### config.mk
export PLATFORM = sky130hd
export DESIGN_NAME = quiz_round_ctrl
export DESIGN_NICKNAME = d
export VERILOG_FILES = /design/src/rtl/quiz_pkg.sv /design/src/rtl/buzz_arbiter.sv /design/src/rtl/quiz_round_ctrl.sv
export SDC_FILE = /design/constraint.sdc
export NUM_CORES = 1
export LEC_CHECK = 0
export BUFFER_PORTS_ARGS = -buffer_cell sky130_fd_sc_hd__buf_2
export CORE_MARGIN = 5
export CORE_UTILIZATION = 40
export DETAILED_ROUTE_END_ITERATION = 7
export PLACE_DENSITY = 0.7
export SLEW_MARGIN = 20
export SYNTH_ARGS = -nofsm -noshare
export SYNTH_HDL_FRONTEND = slang
export SYNTH_SLANG_ARGS = --single-unit
### constraint.sdc
create_clock -name clk -period 2.6 [get_ports clk]
set_input_delay 0.26 -clock clk [delete_from_list [all_inputs] [get_ports clk]]
set_output_delay 0.26 -clock clk [all_outputs]
set_load 0.03 [all_outputs]
### src/rtl/quiz_pkg.sv
// rtl/quiz_pkg.sv - shared encodings for the quiz round controller
package quiz_pkg;

  localparam logic [2:0] ST_IDLE  = 3'd0;
  localparam logic [2:0] ST_ASK   = 3'd1;
  localparam logic [2:0] ST_JUDGE = 3'd2;
  localparam logic [2:0] ST_SHOW  = 3'd3;
  localparam logic [2:0] ST_DONE  = 3'd4;

  localparam logic [1:0] RES_NONE  = 2'b00;
  localparam logic [1:0] RES_LEFT  = 2'b01;
  localparam logic [1:0] RES_RIGHT = 2'b10;

  localparam int SCORE_W = 5;
  localparam logic [SCORE_W-1:0] SCORE_FULL = '1;

  // Shifting in a one saturates naturally once the thermometer is full.
  function automatic logic [SCORE_W-1:0] score_bump(input logic [SCORE_W-1:0] s);
    return {s[SCORE_W-2:0], 1'b1};
  endfunction

endpackage

### src/rtl/buzz_arbiter.sv
// rtl/buzz_arbiter.sv - joystick press detect, lockouts and tie priority
module buzz_arbiter (
  input  logic       clk,
  input  logic       rst_n,
  input  logic       enable,
  input  logic       clear_lock,
  input  logic       lock_left,
  input  logic       lock_right,
  input  logic [8:0] joy_left,
  input  logic [8:0] joy_right,
  output logic       grant_left,
  output logic       grant_right,
  output logic [8:0] grant_vec,
  output logic       locked_left,
  output logic       locked_right
);

  logic [8:0] joy_left_r;
  logic [8:0] joy_right_r;
  logic       prio_right;
  logic       elig_left;
  logic       elig_right;

  // A press is the first cycle any button is down after all were released.
  assign elig_left  = enable && !locked_left  && (joy_left  != '0) && (joy_left_r  == '0);
  assign elig_right = enable && !locked_right && (joy_right != '0) && (joy_right_r == '0);

  assign grant_left  = elig_left  && (!elig_right || !prio_right);
  assign grant_right = elig_right && (!elig_left  ||  prio_right);
  assign grant_vec   = grant_right ? joy_right : joy_left;

  always_ff @(posedge clk or negedge rst_n) begin
    if (!rst_n) begin
      joy_left_r   <= '0;
      joy_right_r  <= '0;
      prio_right   <= 1'b0;
      locked_left  <= 1'b0;
      locked_right <= 1'b0;
    end else begin
      joy_left_r  <= joy_left;
      joy_right_r <= joy_right;
      if (elig_left && elig_right) prio_right <= !prio_right;
      if (clear_lock) begin
        locked_left  <= 1'b0;
        locked_right <= 1'b0;
      end else begin
        if (lock_left)  locked_left  <= 1'b1;
        if (lock_right) locked_right <= 1'b1;
      end
    end
  end

endmodule

### src/rtl/quiz_round_ctrl.sv
// rtl/quiz_round_ctrl.sv - quiz round sequencer, judge and score keeper
module quiz_round_ctrl #(
  parameter int NUM_Q       = 9,
  parameter int WIN_SCORE   = 5,
  parameter int TIMEOUT_CYC = 1000,
  parameter int HOLD_CYC    = 4
) (
  input  logic       clk,
  input  logic       rst_n,
  input  logic       start,
  input  logic       selector,
  input  logic [8:0] joy_left,
  input  logic [8:0] joy_right,
  input  logic [8:0] answer_key,
  output logic [3:0] q_index,
  output logic       q_bank,
  output logic       q_valid,
  output logic [4:0] score_left,
  output logic [4:0] score_right,
  output logic [1:0] result,
  output logic [1:0] winner,
  output logic       busy
);
  import quiz_pkg::*;

  localparam int TW = $clog2(TIMEOUT_CYC);
  localparam logic [SCORE_W-1:0] WIN_MASK = SCORE_FULL >> (SCORE_W - WIN_SCORE);

  logic [2:0]    state;
  logic [TW-1:0] timer;
  logic [8:0]    cap_vec;
  logic          cap_left;
  logic          grant_left, grant_right, locked_left, locked_right;
  logic [8:0]    grant_vec;
  logic          start_ok, show_end, correct, lock_left, lock_right, clear_lock, other_locked;

  assign start_ok     = start && (state == ST_IDLE || state == ST_DONE);
  assign show_end     = (state == ST_SHOW) && (timer == TW'(HOLD_CYC - 1));
  assign correct      = (cap_vec == answer_key);
  assign lock_left    = (state == ST_JUDGE) && !correct &&  cap_left;
  assign lock_right   = (state == ST_JUDGE) && !correct && !cap_left;
  assign other_locked = cap_left ? locked_right : locked_left;
  assign clear_lock   = start_ok || show_end;
  assign q_valid      = (state == ST_ASK) || (state == ST_JUDGE);
  assign busy         = !(state == ST_IDLE || state == ST_DONE);

  buzz_arbiter u_arb (
    .clk          (clk),
    .rst_n        (rst_n),
    .enable       (state == ST_ASK),
    .clear_lock   (clear_lock),
    .lock_left    (lock_left),
    .lock_right   (lock_right),
    .joy_left     (joy_left),
    .joy_right    (joy_right),
    .grant_left   (grant_left),
    .grant_right  (grant_right),
    .grant_vec    (grant_vec),
    .locked_left  (locked_left),
    .locked_right (locked_right)
  );

  // The timer counts press-free ASK cycles, then doubles as the SHOW hold counter.
  always_ff @(posedge clk or negedge rst_n) begin
    if (!rst_n) begin
      state       <= ST_IDLE;
      timer       <= '0;
      cap_vec     <= '0;
      cap_left    <= 1'b0;
      q_index     <= '0;
      q_bank      <= 1'b0;
      score_left  <= '0;
      score_right <= '0;
      result      <= RES_NONE;
      winner      <= RES_NONE;
    end else begin
      case (state)
        ST_IDLE, ST_DONE: begin
          if (start) begin
            q_bank      <= selector;
            q_index     <= '0;
            score_left  <= '0;
            score_right <= '0;
            result      <= RES_NONE;
            winner      <= RES_NONE;
            timer       <= '0;
            state       <= ST_ASK;
          end
        end
        ST_ASK: begin
          if (grant_left || grant_right) begin
            cap_vec  <= grant_vec;
            cap_left <= grant_left;
            state    <= ST_JUDGE;
          end else if (timer == TW'(TIMEOUT_CYC - 1)) begin
            result <= RES_NONE;
            timer  <= '0;
            state  <= ST_SHOW;
          end else begin
            timer <= timer + 1'b1;
          end
        end
        ST_JUDGE: begin
          if (correct) begin
            if (cap_left) begin
              score_left <= score_bump(score_left);
              result     <= RES_LEFT;
            end else begin
              score_right <= score_bump(score_right);
              result      <= RES_RIGHT;
            end
            timer <= '0;
            state <= ST_SHOW;
          end else if (!other_locked) begin
            state <= ST_ASK;
          end else begin
            result <= RES_NONE;
            timer  <= '0;
            state  <= ST_SHOW;
          end
        end
        ST_SHOW: begin
          if (show_end) begin
            timer <= '0;
            if (score_left == WIN_MASK) begin
              winner <= RES_LEFT;
              state  <= ST_DONE;
            end else if (score_right == WIN_MASK) begin
              winner <= RES_RIGHT;
              state  <= ST_DONE;
            end else begin
              q_index <= (q_index == 4'(NUM_Q - 1)) ? 4'd0 : q_index + 4'd1;
              state   <= ST_ASK;
            end
          end else begin
            timer <= timer + 1'b1;
          end
        end
        default: state <= ST_IDLE;
      endcase
    end
  end

endmodule

==> results.sh, run 1 <==
export IMPL_synth_edf_count=0
export IMPL_synth_xor_area_share_pct=2.91
export IMPL_outcome="finished, final reports clean"
export IMPL_grt_usage_pct=15.0
export IMPL_hpwl_microns=5050
export IMPL_yosys_area_top_type="dfrtp_1"
export IMPL_avgViaCountPerCell=5.32
export IMPL_fmaxAchievable_mhz=452
export IMPL_critPathKind="reg -> reg"
export IMPL_cp_arrival_ps=2460
export IMPL_slew_violations=0
export IMPL_num_rows=31
export IMPL_synth_ff_type="dfrtp_1"
export IMPL_start_util_pct=41.3
export IMPL_die_h_microns=96.8
export IMPL_cts_buffers=9
export IMPL_preCtsSetupSlack_ps=294
export IMPL_clockBufferDepth=2
export IMPL_clkTransAtPathRegs_ps=60
export IMPL_clk_latency_ps=350
export IMPL_port_buffers=51
export IMPL_cts_tree="built"
export IMPL_syn_area_sq_um=3010
export IMPL_hold_violations=0
export IMPL_ant_nets=0
export IMPL_root_buffer="clkbuf_8"
export IMPL_worst_pin_slew_ps=784
export IMPL_synth_top_family_by_area="simple AND/OR/NAND/NOR gates"
export IMPL_finalSetupViolCount=0
export IMPL_synth_mux_area_fraction_pct=4.03
export IMPL_slowest_delay_ps=380
export IMPL_tns_ps=0
export IMPL_worstHoldPathType="in -> reg"
export IMPL_cp_cell_sequence="ha_1 > nor3b_1 > nand3_1 > and2_1 > a21oi_1 > o21ai_0 > a32o_1"
export IMPL_antenna_cells=0
export IMPL_grt_pass1_vias=2374
export IMPL_vdd_drop_max_v=0.000463
export IMPL_core_sq_um=7290
export IMPL_critical_path_top_delay_family="compound AO/OA/AOI/OAI gates"
export IMPL_path_max_fanout=5
export IMPL_synthCells=295
export IMPL_layout_common_cells="63 x dfrtp_1, 51 x buf_2, 36 x nand2_1"
export IMPL_min_period_ps=2210
export IMPL_layout_commonest_cell="dfrtp_1"
export IMPL_synth_compound_area_share_pct=15.4
export IMPL_power_density_nw_per_um2=791
export IMPL_cts_sinks=63
export IMPL_drive_gt1_share_pct=23.7
export IMPL_critPathRequiredTime_ps=2840
export IMPL_synth_seq_cells=63
export IMPL_synth_top_area_share_pct=52.3
export IMPL_slew_headroom_pct=47.7
export IMPL_wirelength_microns=6800
export IMPL_gp_congestion=0.808
export IMPL_synth_fa_ha_area_share_pct=1.25
export IMPL_cts_resized=0
export IMPL_postCtsHoldBufs=0
export IMPL_overflow=0
export IMPL_die_area_sq_um=9360
export IMPL_synth_nets=329
export IMPL_grt_antenna_before_repair=0
export IMPL_skew_ps=7.12
export IMPL_ys_async_sr_fraction_pct=100
export IMPL_htreeDepth=3
export IMPL_drt_iter0_drc=169
export IMPL_whs_ps=40.8
export IMPL_ys_seq_area_share_pct=52.3
export IMPL_worstSetupEndpointType="flop"
export IMPL_drc=0
export IMPL_wl_per_cell_microns=14.7
export IMPL_ioPinCount=52
export IMPL_rsz0062_at_grt="no"
export IMPL_vias=2459
export IMPL_grt_pass1_wl_microns=11400
export IMPL_area_delta_synth_final_pct=19.9
export IMPL_path_buf_inv=0
export IMPL_n_fill_cell=715
export IMPL_start_kind="flop"
export IMPL_crit_slowest_cell="dfrtp_1"
export IMPL_dr_pass1_iters=4
export IMPL_synth_area_leaders="dfrtp_1 52%, o21ai_0 5.0%, nand2_1 4.5%"
export IMPL_die_w_microns=96.8
export IMPL_avgSynthCellArea_sq_um=10.2
export IMPL_finalNetCount=393
export IMPL_synth_simple_gate_area_share_pct=21.4
export IMPL_grt_max_degree=64
export IMPL_finalCritPeriodShare_pct=85.2
export IMPL_fin_ws_ps=386
export IMPL_synth_distinct_cells=53
export IMPL_cap_violations=0
export IMPL_post_cts_buffers=0
export IMPL_yosys_warnings=0
export IMPL_leakage_nw=1.75
==> final timing paths <==
| check | startpoint | slack [ps] | depth (start not counted) | endpoint |
|---|---|---|---|---|
| setup / recovery | timer[0]$_DFFE_PN0P_ | 390 | 7 | state[2]$_DFFE_PN0P_ |
| hold / removal | joy_right[5] | 40 | 1 | u_arb.joy_right_r[5]$_DFF_PN0_ |
| setup reg to reg | timer[0]$_DFFE_PN0P_ | 390 | 7 | state[2]$_DFFE_PN0P_ |
| hold reg to reg | result[0]$_DFFE_PN0P_ | 470 | 2 | result[0]$_DFFE_PN0P_ |
| max in group asynchronous | rst_n | 2010 | 2 | q_index[2]$_DFFE_PN0P_ |
| min in group asynchronous | rst_n | 60 | 2 | score_left[3]$_DFFE_PN0P_ |
==> synthesized netlist by cell type (all sizes together) (2+ instances only) <==
cell	instances
dfrtp	63
nand2	36
o21ai	32
nor2	19
nand3	15
inv	11
mux2i	11
a21oi	10
nand4	8
nor4	8
xnor2	8
and3	7
o31ai	5
and2	4
buf	4
nor2b	4
a211oi	3
a21o	3
clkbuf	3
ha	3
nand2b	3
nor3	3
nor3b	3
o2bb2ai	3
and4	2
o211ai	2
o21a	2
or3	2
or4	2
xor2	2
==> metal layers <==
metal / track usage (%) / part of all wire (%)
met5: 0 / 0
met4: 5.18 / 1.0
met3: 5.76 / 6.3
met2: 23.5 / 47
met1: 19.1 / 46
==> area by class of cell <==
type,instances,area [sq um],area share (%)
inverters,11,41.3,1.14
clock inverters,4,47.5,1.32
repair buffers,60,323,8.94
flip-flops and latches,63,1580,43.7
multi-input cells,214,1370,37.9
well taps,99,124,3.43
clock buffers,11,131,3.64
==> per-stage QoR <==
| stage | power [mW] | utilization [%] | cell area, sq um | cells |
|---|---|---|---|---|
| floorplan | 1.80 | - | 3010 | 295 |
| global placement | 2.04 | 46.9 | 3420 | 447 |
| detailed placement | 2.07 | 46.9 | 3420 | 447 |
| CTS | 2.87 | 49.4 | 3600 | 462 |
| global route | 3.02 | 49.5 | 3610 | 462 |
| finish | 2.86 | 49.5 | 3610 | 462 |
==> flip-flops by register name (all words and copies together) (netlist names) <==
name,cells
q_index,4
score_right,5
score_left,5
cap_vec,9
q_bank,1
u_arb.joy_right_r,9
u_arb.prio_right,1
winner,2
u_arb.locked_left,1
result,2
state,3
u_arb.locked_right,1
timer,10
u_arb.joy_left_r,9
cap_left,1
==> logic make-up (layout without fill, tap and decap cells) <==
group,count (synthesis),count (layout)
xor+xnor,10,10
buf+inv,18,86
simple gates,118,118
mux,12,12
flops,63,63
fa+ha+maj,3,3
compound gates,71,71
==> report_power, final <==
group	leakage [nW]	switching, mW	total, mW	internal, mW
Combinational	0.870	0.559	0.894	0.336
Sequential	0.793	0.0812	1.16	1.08
Clock	0.0892	0.368	0.802	0.434
Power figures use the tool's default switching activity.
==> inputs of run 2 (changes only) <==
- ABC_AREA: default -> 1
- CTS_CLUSTER_SIZE: default -> 10
==> run 2 against run 1 <==
  * Critical path type unchanged
  * Combinational power increased by 6.7%
  * Sequential cell count unchanged
  * Synthesized area increased by 12%
  * Clock power increased by 5.9%
  * Worst setup slack improved by 280 ps
  * Cell area increased by 9.3%
  * Final cell count increased by 31%
  * Global-route usage increased by 1.3 points
  * Non-clock buffer count decreased by 7
  * Largest power group unchanged
  * First-iteration DRC count increased by 9.5%
  * Sequential share of layout area decreased by 3.7 points
  * Die area increased by 11%
  * Highest routed layer unchanged
  * Largest cell class unchanged
==> results.sh, run 2 <==
export IMPL_clockBufferDepth=2
export IMPL_num_rows=33
export IMPL_grt_usage_pct=16.3
export IMPL_synth_area_leaders="dfrtp_1 47%, nand2_1 16%, inv_1 5.5%"
export IMPL_root_buffer="clkbuf_8"
export IMPL_grt_pass1_vias=2880
export IMPL_yosys_area_top_type="dfrtp_1"
export IMPL_path_buf_inv=0
export IMPL_skew_ps=13.5
export IMPL_ant_nets=0
export IMPL_critPathKind="reg -> reg"
export IMPL_n_fill_cell=812
export IMPL_power_frac_seq_pct=39.9
export IMPL_ys_seq_area_share_pct=46.8
export IMPL_core_sq_um=8220
export IMPL_crit_slowest_cell="dfrtp_1"
export IMPL_cts_tree="built"
export IMPL_layout_commonest_cell="nand2_1"
export IMPL_cap_violations=0
export IMPL_rsz0062_at_grt="no"
export IMPL_drive_gt1_share_pct=17.7
export IMPL_critPathRequiredTime_ps=2820
export IMPL_yosys_warnings=0
export IMPL_avgSynthCellArea_sq_um=7.64
export IMPL_synth_top_area_share_pct=46.8
export IMPL_largest_reg_flops=10
export IMPL_leakage_nw=2.01
export IMPL_vdd_drop_max_v=0.000317
export IMPL_sw_frac_of_total_pct=37.2
export IMPL_power_switching_mw=1.12
export IMPL_outcome="finished, final reports clean"
export IMPL_clkTransAtPathRegs_ps=70
export IMPL_synth_nets=475
export IMPL_ioPinCount=52
export IMPL_grt_max_degree=35
export IMPL_cts_buffers=9
export IMPL_synthCells=441
export IMPL_worstSetupEndpointType="flop"
export IMPL_cp_startpoint="cap_vec[0]$_DFFE_PN0P_"
export IMPL_die_area_sq_um=10400
export IMPL_slew_violations=0
export IMPL_overflow=0
export IMPL_area_delta_synth_final_pct=17.2
export IMPL_worstHoldPathType="in -> reg"
export IMPL_wl_per_cell_microns=12.8
export IMPL_synthTopCellsByCount="141 x nand2_1, 63 x dfrtp_1, 49 x inv_1"
export IMPL_largest_register="timer"
export IMPL_hold_violations=0
export IMPL_start_util_pct=41.0
export IMPL_internal_power_mw=1.89
export IMPL_grt_pass1_wl_microns=13200
export IMPL_drt_iter0_drc=185
export IMPL_hpwl_microns=5900
export IMPL_slowest_delay_ps=400
export IMPL_pwr_share_clk_pct=28.3
export IMPL_cts_sinks=63
export IMPL_worst_pin_slew_ps=718
export IMPL_min_from="joy_right[4]"
export IMPL_postLayoutCellArea_sq_um=3950
export IMPL_slew_headroom_pct=52.1
export IMPL_fmaxAchievable_mhz=516
export IMPL_die_w_microns=102
export IMPL_min_period_ps=1940
export IMPL_ys_async_sr_fraction_pct=100
export IMPL_power_density_nw_per_um2=760
export IMPL_tns_ps=0
export IMPL_postPlaceCellArea_sq_um=3740
export IMPL_synth_ff_type="dfrtp_1"
export IMPL_grt_antenna_before_repair=0
export IMPL_synth_distinct_cells=34
export IMPL_syn_area_sq_um=3370
export IMPL_htreeDepth=3
export IMPL_clk_latency_ps=340
export IMPL_synth_edf_count=0
export IMPL_post_cts_buffers=0
export IMPL_antenna_cells=0
export IMPL_gp_congestion=0.878
export IMPL_r2r_start="cap_vec[0]$_DFFE_PN0P_"
export IMPL_port_buffers=51
export IMPL_synth_seq_cells=63
export IMPL_finalNetCount=532
export IMPL_finalCritPeriodShare_pct=74.5
export IMPL_die_h_microns=102
export IMPL_drc=0
export IMPL_crit_top_cell="nand2_1"
export IMPL_wirelength_microns=7750
export IMPL_power_frac_comb_pct=31.8
export IMPL_finalSetupViolCount=0
export IMPL_dr_pass1_iters=4
export IMPL_critical_path_top_delay_family="simple AND/OR/NAND/NOR gates"
export IMPL_cp_arrival_ps=2150
export IMPL_cp_cell_sequence="xnor2_1 > nand3_1 > nor2_1 > nand2_1 > nand3_1 > nand3_2 > nand2_1 > nand2_1"
export IMPL_path_max_fanout=12
export IMPL_start_kind="flop"
export IMPL_yosysMostFrequentCell="nand2_1"
export IMPL_avgViaCountPerCell=4.87
export IMPL_vias=2958
export IMPL_layout_common_cells="141 x nand2_1, 63 x dfrtp_1, 51 x buf_2"
## run 2: what timing repair did
item                                   4_1_cts  5_1_grt
gates resized for setup                      0        0
hold buffers                                 1        0
endpoints found under the hold margin       29        0
## run 2: through the flow
step / total power, mW / cells / hold WS, ps / worst slack, ps / utilization, %
2_1_floorplan: 1.91 / 441 / -35.6 / 989 / -
3_3_place_gp: 2.15 / 591 / 345 / 736 / 45.5
3_5_place_dp: 2.17 / 591 / 352 / 675 / 45.5
4_1_cts: 3.04 / 607 / 20.1 / 657 / 48.0
5_1_grt: 3.23 / 607 / 26.3 / 439 / 48.0
6_report: 3.00 / 607 / 46.0 / 662 / 48.0
## run 2: routing by layer
| layer | GRT usage (%) | routed length (microns) |
|---|---|---|
| met5 | 0 | 0 |
| met4 | 5.93 | 137 |
| met3 | 4.27 | 494 |
| met2 | 26.5 | 3710 |
| met1 | 21.0 | 3410 |
## run 2: final timing paths
kind                                                  end  slack (ps)  depth (start not counted)
max                                  timer[9]$_DFFE_PN0P_         660                          8
min                        u_arb.joy_right_r[4]$_DFF_PN0_          50                          1
max reg2reg                          timer[9]$_DFFE_PN0P_         660                          8
min reg2reg                         winner[0]$_DFFE_PN0P_         490                          2
max in group asynchronous   u_arb.joy_left_r[0]$_DFF_PN0_        1440                          3
min in group asynchronous          q_index[0]$_DFFE_PN0P_         520                          2
## run 2: area by class of cell
class / count / area [sq um] / area share [%]
clock buffer: 12 / 155 / 3.93
clock inverter: 3 / 42.5 / 1.08
inverter: 55 / 206 / 5.23
multi-input combinational: 316 / 1550 / 39.3
sequential: 63 / 1580 / 39.9
tap: 105 / 131 / 3.33
timing repair buffer: 53 / 285 / 7.23
## run 2: logic make-up after synthesis
kind of cell             after synthesis  synth area share, %
flip-flops                            63                 46.8
adder cells (fa/ha/maj)                3                 1.11
multiplexers                           1                0.334
AND/OR/NAND/NOR                      263                 35.4
AO/OA/AOI/OAI                         36                 5.83
buffers and inverters                 62                 7.17
XOR/XNOR                              13                 3.38
## run 2: power groups by stage
stage / sequential [mW] / combinational (mW) / clock [mW]
after floorplan: 1.28 / 0.632 / 0
after global placement: 1.21 / 0.943 / 0
after detailed placement: 1.22 / 0.958 / 0
after CTS: 1.20 / 0.962 / 0.880
after global routing: 1.21 / 1.09 / 0.926
final: 1.20 / 0.954 / 0.849
==> inputs of run 3 (changes only) <==
- ABC_AREA: 1 -> 0
- clock period: 2.6 -> 1.9 ns (I/O delays scaled with it)
==> run 3 against run 2 <==
  * The flow now finishes with violations (negative setup slack)
  * Maximum frequency is 1.9% lower
  * Register-to-register slack worse by 740 ps
  * Cell area is 7.1% higher
  * Sequential share of layout area is 2.7 points lower
  * Power is 56% higher
  * Via count is 8.8% lower
  * Sequential cell count stayed put
  * Critical path type unchanged
  * Largest cell class unchanged
==> results.sh, run 3 (same netlist as run 1, synthesis figures left out) <==
export IMPL_cp_cell_sequence="nor3b_4 > nand4_1 > o22a_4 > buf_6 > a21oi_4 > o21ai_2 > a32o_1"
export IMPL_cp_arrival_ps=2210
export IMPL_worst_pin_slew_ps=542
export IMPL_port_buffers=51
export IMPL_antenna_cells=0
export IMPL_clk_latency_ps=340
export IMPL_path_buf_inv=1
export IMPL_sw_frac_of_total_pct=34.4
export IMPL_grt_pass1_wl_microns=12800
export IMPL_drt_iter0_drc=200
export IMPL_ant_nets=0
export IMPL_largest_register="timer"
export IMPL_die_w_microns=96.8
export IMPL_dr_pass1_iters=4
export IMPL_cap_violations=0
export IMPL_leakage_nw=2.03
export IMPL_area_delta_synth_final_pct=40.4
export IMPL_worstHoldPathType="in -> reg"
export IMPL_n_fill_cell=628
export IMPL_cts_buffers=9
export IMPL_grt_antenna_before_repair=0
export IMPL_pwr_share_clk_pct=27.1
export IMPL_core_sq_um=7290
export IMPL_dr_wl_met3_microns=481
export IMPL_critical_path_top_delay_family="compound AO/OA/AOI/OAI gates"
export IMPL_start_util_pct=41.3
export IMPL_vdd_drop_max_v=0.000482
export IMPL_grt_pass1_vias=2777
export IMPL_fin_ws_ps=-75.4
export IMPL_overflow=0
export IMPL_min_period_ps=1980
export IMPL_cp_startpoint="state[2]$_DFFE_PN0P_"
export IMPL_power_switching_mw=1.61
export IMPL_layout_common_cells="63 x dfrtp_1, 50 x buf_2, 44 x buf_4"
export IMPL_slew_headroom_pct=63.5
export IMPL_outcome="finished with violations"
export IMPL_vias=2699
export IMPL_grt_max_degree=64
export IMPL_path_max_fanout=4
export IMPL_cts_tree="built"
export IMPL_wirelength_microns=7570
export IMPL_die_area_sq_um=9360
export IMPL_wl_met1_microns=3190
export IMPL_r2r_setup_slack_ps=-80
export IMPL_worstSetupEndpointType="flop"
export IMPL_num_rows=31
export IMPL_largest_reg_flops=10
export IMPL_finalPower_mw=4.68
export IMPL_dr_max_layer_used="met4"
export IMPL_violations="negative setup slack"
export IMPL_regArea_sq_um=1580
export IMPL_hold_violations=0
export IMPL_slowest_delay_ps=430
export IMPL_power_frac_seq_pct=33.6
export IMPL_min_from="joy_left[8]"
export IMPL_power_frac_comb_pct=39.3
export IMPL_avgViaCountPerCell=5.27
export IMPL_postLayoutCellArea_sq_um=4230
export IMPL_wl_met2_microns=3750
export IMPL_rsz0062_at_grt="yes"
export IMPL_gp_congestion=0.881
export IMPL_ioPinCount=52
export IMPL_fmaxAchievable_mhz=506
export IMPL_hpwl_microns=5360
export IMPL_crit_slowest_cell="dfrtp_1"
export IMPL_drc=0
export IMPL_postPlaceCellArea_sq_um=3700
export IMPL_die_h_microns=96.8
export IMPL_preCtsSetupSlack_ps=-259
export IMPL_finalNetCount=442
export IMPL_clockBufferDepth=2
export IMPL_finalSetupViolCount=9
export IMPL_cts_sinks=63
export IMPL_root_buffer="clkbuf_8"
export IMPL_critPathKind="reg -> reg"
export IMPL_start_kind="flop"
export IMPL_drive_gt1_share_pct=38.5
export IMPL_grt_usage_pct=16.7
export IMPL_multi_input_area_sq_um=1530
export IMPL_clkTransAtPathRegs_ps=70
export IMPL_critPathRequiredTime_ps=2130
export IMPL_skew_ps=8.25
export IMPL_layout_commonest_cell="dfrtp_1"
export IMPL_power_density_nw_per_um2=1110
export IMPL_r2r_start="state[2]$_DFFE_PN0P_"
export IMPL_finalCritPeriodShare_pct=104
export IMPL_internal_power_mw=3.07
export IMPL_wl_per_cell_microns=14.8
export IMPL_htreeDepth=3
export IMPL_slew_violations=0
run 3: layer usage:
metal | vias to the layer above | global-route usage [%]
li1 | 1300 | -
met1 | 1294 | 19.9
met4 | 0 | 6.91
met2 | 86 | 27.7
met3 | 19 | 5.68
met5 | - | 0
run 3: cell type report:
| cell class | instances | area share [%] |
|---|---|---|
| Sequential cell | 63 | 37.3 |
| Multi-Input combinational cell | 215 | 36.1 |
| Tap cell | 99 | 2.93 |
| Clock inverter | 5 | 1.92 |
| Inverter | 11 | 0.976 |
| Clock buffer | 11 | 3.11 |
| Timing Repair Buffer | 108 | 17.7 |
run 3: power groups by stage:
stage,Clock (mW),Sequential [mW],Combinational (mW)
after floorplan,0,1.68,0.783
after global placement,0,1.59,1.44
after detailed placement,0,1.59,1.48
after CTS,1.30,1.57,1.63
after global routing,1.36,1.60,2.00
final,1.27,1.57,1.84
run 3: timing repair:
action                     in CTS  in global routing
pin swaps                       6                 16
hold buffers                    6                  0
gates cloned                    0                  1
setup endpoints to repair      18                 30
setup buffers                   4                  5
gates resized for setup        18                 35
hold endpoints to repair       68                  0
run 3: final timing paths:
check / to / cells past startpoint
setup reg to reg: state[2]$_DFFE_PN0P_ / 7
max in group asynchronous: timer[5]$_DFFE_PN0P_ / 3
min in group asynchronous: q_bank$_DFFE_PN0P_ / 3
hold / removal: u_arb.joy_left_r[8]$_DFF_PN0_ / 1
setup / recovery: state[2]$_DFFE_PN0P_ / 7
hold reg to reg: result[1]$_DFFE_PN0P_ / 1
run 3: through the flow:
stage	instances	util, %	hold WS (ps)	setup TNS, ps
global placement	480	50.7	226	-2060
detailed placement	480	50.7	229	-3080
finish	512	58.0	19.3	-251
floorplan	295	-	-106	0
CTS	506	56.0	7.35	-344
global route	512	58.0	1.95	-1660
run 3: worst reg2reg max path, cell delays in order, from the launching register on:
cell and delay [ps]:
dfrtp_1 430, nor3b_4 280, nand4_1 250, o22a_4 340, buf_6 130, a21oi_4 160, o21ai_2 70, a32o_1 200
